--- src/rtl/psimd_pkg.sv ---
// Shared constants and mode encodings for the packed-SIMD saturating adder.
package psimd_pkg;

  localparam int unsigned DEFAULT_WIDTH  = 16;
  localparam int unsigned DEFAULT_LANE_W = 4;

  typedef enum logic {
    OP_ADD = 1'b0,
    OP_SUB = 1'b1
  } op_e;

  typedef enum logic {
    SAT_SIGNED   = 1'b0,
    SAT_UNSIGNED = 1'b1
  } sat_mode_e;

endpackage

--- src/rtl/psimd_lane_sat.sv ---
// One lane: add/sub with signed or unsigned saturation and a saturation flag.
module psimd_lane_sat
  import psimd_pkg::*;
#(
  parameter int unsigned LANE_W = DEFAULT_LANE_W
) (
  input  logic [LANE_W-1:0] a,
  input  logic [LANE_W-1:0] b,
  input  op_e               op,
  input  sat_mode_e         mode,
  output logic [LANE_W-1:0] sum_c,
  output logic              sat_c
);

  localparam int unsigned EXT_W = LANE_W + 1;

  logic [EXT_W-1:0] a_x;
  logic [EXT_W-1:0] b_x;
  logic [EXT_W-1:0] r_x;

  // One guard bit: carry/borrow in unsigned mode, overflow detect in signed mode.
  always_comb begin
    a_x   = (mode == SAT_UNSIGNED) ? {1'b0, a} : {a[LANE_W-1], a};
    b_x   = (mode == SAT_UNSIGNED) ? {1'b0, b} : {b[LANE_W-1], b};
    r_x   = (op == OP_SUB) ? (a_x - b_x) : (a_x + b_x);
    sum_c = r_x[LANE_W-1:0];
    sat_c = 1'b0;
    if (mode == SAT_UNSIGNED) begin
      if (r_x[LANE_W]) begin
        sat_c = 1'b1;
        sum_c = (op == OP_SUB) ? '0 : '1;
      end
    end else if (r_x[LANE_W] != r_x[LANE_W-1]) begin
      sat_c = 1'b1;
      sum_c = {r_x[LANE_W], {(LANE_W-1){~r_x[LANE_W]}}};
    end
  end

endmodule

--- src/rtl/psimd_addsat.sv ---
// Two-stage packed-SIMD saturating add/sub with valid/ready flow control
// and sticky per-lane saturation flags.
module psimd_addsat
  import psimd_pkg::*;
#(
  parameter int unsigned WIDTH  = DEFAULT_WIDTH,
  parameter int unsigned LANE_W = DEFAULT_LANE_W
) (
  input  logic                      clk,
  input  logic                      rst,
  input  logic                      in_valid,
  output logic                      in_ready,
  input  logic [WIDTH-1:0]          in_a,
  input  logic [WIDTH-1:0]          in_b,
  input  logic                      in_sub,
  input  logic                      in_uns,
  output logic                      out_valid,
  input  logic                      out_ready,
  output logic [WIDTH-1:0]          out_sum,
  output logic [WIDTH/LANE_W-1:0]   out_sat,
  output logic [WIDTH/LANE_W-1:0]   sat_sticky,
  input  logic                      sat_clr
);

  localparam int unsigned LANES = WIDTH / LANE_W;

  if (((WIDTH % LANE_W) != 0) || (LANE_W < 2)) begin : g_bad_cfg
    $error("psimd_addsat: WIDTH must be a multiple of LANE_W and LANE_W must be >= 2");
  end

  logic             s1_valid_q, s1_valid_d;
  logic [WIDTH-1:0] s1_a_q, s1_a_d;
  logic [WIDTH-1:0] s1_b_q, s1_b_d;
  op_e              s1_op_q, s1_op_d;
  sat_mode_e        s1_mode_q, s1_mode_d;

  logic             out_valid_q, out_valid_d;
  logic [WIDTH-1:0] out_sum_q, out_sum_d;
  logic [LANES-1:0] out_sat_q, out_sat_d;
  logic [LANES-1:0] sticky_q, sticky_d;

  logic [WIDTH-1:0] lane_sum_c;
  logic [LANES-1:0] lane_sat_c;
  logic             s2_load_c;
  logic             s1_load_c;
  logic             out_xfer_c;

  for (genvar i = 0; i < int'(LANES); i++) begin : g_lane
    psimd_lane_sat #(
      .LANE_W (LANE_W)
    ) u_lane (
      .a     (s1_a_q[i*LANE_W +: LANE_W]),
      .b     (s1_b_q[i*LANE_W +: LANE_W]),
      .op    (s1_op_q),
      .mode  (s1_mode_q),
      .sum_c (lane_sum_c[i*LANE_W +: LANE_W]),
      .sat_c (lane_sat_c[i])
    );
  end

  // Each stage refills when empty or when its contents move on this edge.
  assign out_xfer_c = out_valid_q & out_ready;
  assign s2_load_c  = ~out_valid_q | out_ready;
  assign s1_load_c  = ~s1_valid_q | s2_load_c;
  assign in_ready   = s1_load_c;

  always_comb begin
    s1_valid_d  = s1_valid_q;
    s1_a_d      = s1_a_q;
    s1_b_d      = s1_b_q;
    s1_op_d     = s1_op_q;
    s1_mode_d   = s1_mode_q;
    out_valid_d = out_valid_q;
    out_sum_d   = out_sum_q;
    out_sat_d   = out_sat_q;
    sticky_d    = sticky_q;

    if (s1_load_c) begin
      s1_valid_d = in_valid;
      if (in_valid) begin
        s1_a_d    = in_a;
        s1_b_d    = in_b;
        s1_op_d   = op_e'(in_sub);
        s1_mode_d = sat_mode_e'(in_uns);
      end
    end

    if (s2_load_c) begin
      out_valid_d = s1_valid_q;
      if (s1_valid_q) begin
        out_sum_d = lane_sum_c;
        out_sat_d = lane_sat_c;
      end
    end

    // Clear first so a coincident transfer leaves exactly its own flags.
    if (sat_clr) begin
      sticky_d = '0;
    end
    if (out_xfer_c) begin
      sticky_d = sticky_d | out_sat_q;
    end
  end

  always_ff @(posedge clk or posedge rst) begin
    if (rst) begin
      s1_valid_q  <= 1'b0;
      s1_a_q      <= '0;
      s1_b_q      <= '0;
      s1_op_q     <= OP_ADD;
      s1_mode_q   <= SAT_SIGNED;
      out_valid_q <= 1'b0;
      out_sum_q   <= '0;
      out_sat_q   <= '0;
      sticky_q    <= '0;
    end else begin
      s1_valid_q  <= s1_valid_d;
      s1_a_q      <= s1_a_d;
      s1_b_q      <= s1_b_d;
      s1_op_q     <= s1_op_d;
      s1_mode_q   <= s1_mode_d;
      out_valid_q <= out_valid_d;
      out_sum_q   <= out_sum_d;
      out_sat_q   <= out_sat_d;
      sticky_q    <= sticky_d;
    end
  end

  assign out_valid  = out_valid_q;
  assign out_sum    = out_sum_q;
  assign out_sat    = out_sat_q;
  assign sat_sticky = sticky_q;

endmodule

--- config.mk ---
export PLATFORM = sky130hd
export DESIGN_NAME = psimd_addsat
export DESIGN_NICKNAME = d
export VERILOG_FILES = /design/src/rtl/psimd_pkg.sv /design/src/rtl/psimd_lane_sat.sv /design/src/rtl/psimd_addsat.sv
export SDC_FILE = /design/constraint.sdc
export NUM_CORES = 1
export LEC_CHECK = 0
export CORE_UTILIZATION = 47
export CTS_BUF_LIST = sky130_fd_sc_hd__clkbuf_4 sky130_fd_sc_hd__clkbuf_8 sky130_fd_sc_hd__clkbuf_16
export DETAILED_ROUTE_END_ITERATION = 8
export PLACE_DENSITY = 0.7
export SYNTH_ARGS = -nofsm -noshare
export SYNTH_HDL_FRONTEND = slang
export SYNTH_HIERARCHICAL = 1
export SYNTH_SLANG_ARGS = --single-unit
--- constraint.sdc ---
create_clock -name clk -period 3.9 [get_ports clk]
set_clock_uncertainty 0.15 [all_clocks]
set_input_delay 1.17 -clock clk [delete_from_list [all_inputs] [get_ports clk]]
set_output_delay 1.17 -clock clk [all_outputs]
set_load 0.05 [all_outputs]
==> metrics.md <==
| Metric | Value |
|---|---|
| Final GP Congestion | `0.822` |
| Num ports | `65` |
| Worst-margin pin slew | `0.806 ns` |
| Core area | `9330 µm²` |
| Synth Register Bits | `60` |
| Setup crit end kind | `primary output` |
| Cell count after synthesis | `394` |
| Drt first-iter violations | `76` |
| Via count | `3217` |
| Post-CTS setup buffers | `0` |
| Synthesized area | `4550 µm²` |
| CP Launch Type | `primary input` |
| Port bufs | `64` |
| Synth cell types | `51` |
| Max-slew violations | `0` |
| Starting density of the core | `0.488` |
| VDD IR-drop max | `0.281 mV` |
| Worst path top cell family by delay | `buffers and inverters` |
| Die Wd | `100 µm` |
| CP required | `2.58 ns` |
| Met3 Use GR | `0.0481` |
| Final min period | `3.49 ns` |
| H-tree depth | `3` |
| RSZ-0062 raised after global routing | `false` |
| Final core utilization | `0.589` |
| Placed Instances | `582` |
| Synth Warn # | `6` |
| Period utilization | `0.895` |
| Cts repair resizes | `0` |
| Worst min-delay path category | `reg2reg` |
| Final setup fails | `0` |
| Avg Inst Size Synth | `11.6 µm²` |
| Initial antenna violation count | `0` |
| Top_reg_cell synth | `dfrtp_1` |
| Number of flops mapped to enable cells by yosys | `0` |
| Max frequency | `0.287 GHz` |
| Grt peak-use layer | `met2` |
| Ordered cell list for the critical path | `clkdlybuf4s50_1, nand3b_4, buf_12` |
| Crit path arrival time | `2.17 ns` |
| Post-detail-place hpwl | `6.66 mm` |
| Post-synthesis net count | `457` |
| Number of cell rows | `35` |
| Leakage power | `0.00243 µW` |
| Max-cap viol count | `0` |
| Hold Vio Cnt, Final | `0` |
| Largest stage delay, worst path | `0.61 ns` |
| Sequential area share after synthesis | `0.330` |
| Status | `completed` |
| PwrDens | `777 nW/µm²` |
| Area delta synth->final | `20.6%` |
| Number of global-route vias before repair | `3224` |
| Share of cells above drive strength 1 | `0.271` |
| Global route total overflow | `0` |
| Clock net sink count | `60` |
| DRC viols | `0` |
| Die ar. | `10100 µm²` |
| WL per Instance | `15.4 µm` |
| Nets | `527` |
| First-pass GRT wire length | `15.6 mm` |
| Async SR Flop Fraction | `1.00` |
| Drt pass-1 iters | `5` |
| CTS max path bufs | `2` |
| Largest net degree at the start of global routing | `39` |
| Setup Crit Path Kind | `in2out` |
| Final hold slack | `0.357 ns` |
| Fin Setup TNS | `0 ns` |
| Antenna cells | `0` |
| CP max FO | `6` |
| CTS root buf | `clkbuf_8` |
| Avg Vias per Cell | `5.38` |
| Fin cells | `598` |
| Die Height | `100 µm` |
| Later-pin clock latency in the skew report | `0.34 ns` |
| Slew headroom | `0.463` |
| Slowest CP cell | `clkdlybuf4s50_1` |
| Post-CTS Hold Fix Bufs | `0` |
| CTS tree | `built` |
| GRT Total Usage | `0.198` |
| Buf/Inv on CP | `2` |
| ANT nets after route | `0` |
| Met2 global-route usage | `0.320` |
| Reg clk slew, reported paths | `0.07 ns` |
| Num CTS Buffers | `9` |
| WL final | `9.24 mm` |
| Grt met1 use | `0.261` |
cells by family (layout without fill, tap and decap cells):
group | Yosys count | in the layout | share of synthesized area
AO/OA/AOI/OAI | 58 | 58 | 0.139
AND/OR/NAND/NOR | 103 | 103 | 0.124
flip-flops | 60 | 60 | 0.330
adder cells (fa/ha/maj) | 24 | 24 | 0.0725
buffers and inverters | 48 | 123 | 0.0582
XOR/XNOR | 33 | 33 | 0.0841
multiplexers | 68 | 68 | 0.193
registers in the layout, indices dropped and copies added, names as in the netlist:
register / count
s1_b_q: 16
s1_valid_q: 1
out_sum: 16
sat_sticky: 4
s1_mode_q: 1
s1_op_q: 1
s1_a_q: 16
out_sat: 4
out_valid: 1
per-layer routing:
layer / wire [µm] / up-vias
met2: 4430 / 81
li1: - / 1540
met3: 390 / 10
met4: 106 / 0
met1: 4310 / 1586
met5: 0 / -
worst register-to-register path, delay by kind of cell (launching register included):
kind | cells | cell delay [ns]
xor+xnor | 2 | 0.52
compound gates | 3 | 0.47
simple gates | 3 | 0.70
fa+ha+maj | 1 | 0.34
mux | 1 | 0.25
buf+inv | 1 | 0.27
flops | 1 | 0.68
worst paths after layout:
kind                       startpoint          to  slack [ns]  depth (start not counted)
max reg2reg                   s1_op_q  out_sum[6]        0.41                         11
max in group asynchronous         rst  s1_a_q[13]        1.75                          3
max                         out_ready    in_ready        0.41                          3
min in group asynchronous         rst  out_sum[5]        1.15                          2
min reg2reg                out_sum[1]  out_sum[1]        0.36                          1
min                        out_sum[1]  out_sum[1]        0.36                          1
metrics by stage:
stage | setup WS (ns) | total power [µW] | cell area (µm²)
CTS | 0.426 | 4290 | 5490
global route | 0.231 | 4560 | 5490
detailed placement | 0.428 | 3690 | 5290
floorplan | 0.488 | 3090 | 4550
global placement | 0.451 | 3620 | 5290
finish | 0.411 | 4270 | 5490
power breakdown:
group          leakage (µW)  internal, µW  switching, µW  total, µW
combinational       0.00162          1200           1510       2720
sequential         0.000701           803            166        969
clock              0.000106           335            245        580
cell usage in the layout, fill, tap and decap left out, types with 10 or more instances in the layout:
cell / instances
mux2_4: 30
nand3_1: 10
o21ai_0: 11
inv_1: 36
a2111oi_2: 12
mux2_2: 28
nand2_1: 15
nor2_1: 36
ha_1: 20
dfrtp_1: 59
nand2b_1: 11
clkbuf_8: 11
clkdlybuf4s50_1: 63
xnor2_1: 20
cells in the mapped netlist (all sizes together), types with 2 or more instances:
cell type | count | area (µm²)
nand2b | 11 | 68.8
xor2 | 11 | 175
o41ai | 3 | 48.8
ha | 20 | 250
nand3b | 7 | 65.1
dfrtp | 60 | 1500
nand2 | 16 | 76.3
a21oi | 6 | 30.0
nor2 | 36 | 135
o2bb2ai | 3 | 82.6
mux2 | 58 | 766
nor2b | 4 | 25.0
nand4b | 3 | 26.3
or4b | 3 | 30.0
a2111oi | 12 | 180
buf | 9 | 109
mux2i | 10 | 111
a211oi | 6 | 45.0
a32oi | 2 | 17.5
nor3 | 4 | 20.0
xnor2 | 22 | 208
and3 | 6 | 45.0
nand3 | 10 | 50.1
clkbuf | 2 | 17.5
a22o | 3 | 52.6
o311a | 3 | 30.0
fa | 4 | 80.1
o21ai | 12 | 60.1
inv | 37 | 139
area by class of cell:
| class | count | area [µm²] |
|---|---|---|
| flip-flops and latches | 60 | 1500 |
| fillers | 786 | 3830 |
| well taps | 129 | 161 |
| inverters | 37 | 139 |
| clock inverters | 4 | 47.5 |
| multi-input cells | 286 | 2790 |
| repair buffers | 70 | 696 |
| clock buffers | 12 | 159 |
Power figures use the tool's default switching activity.
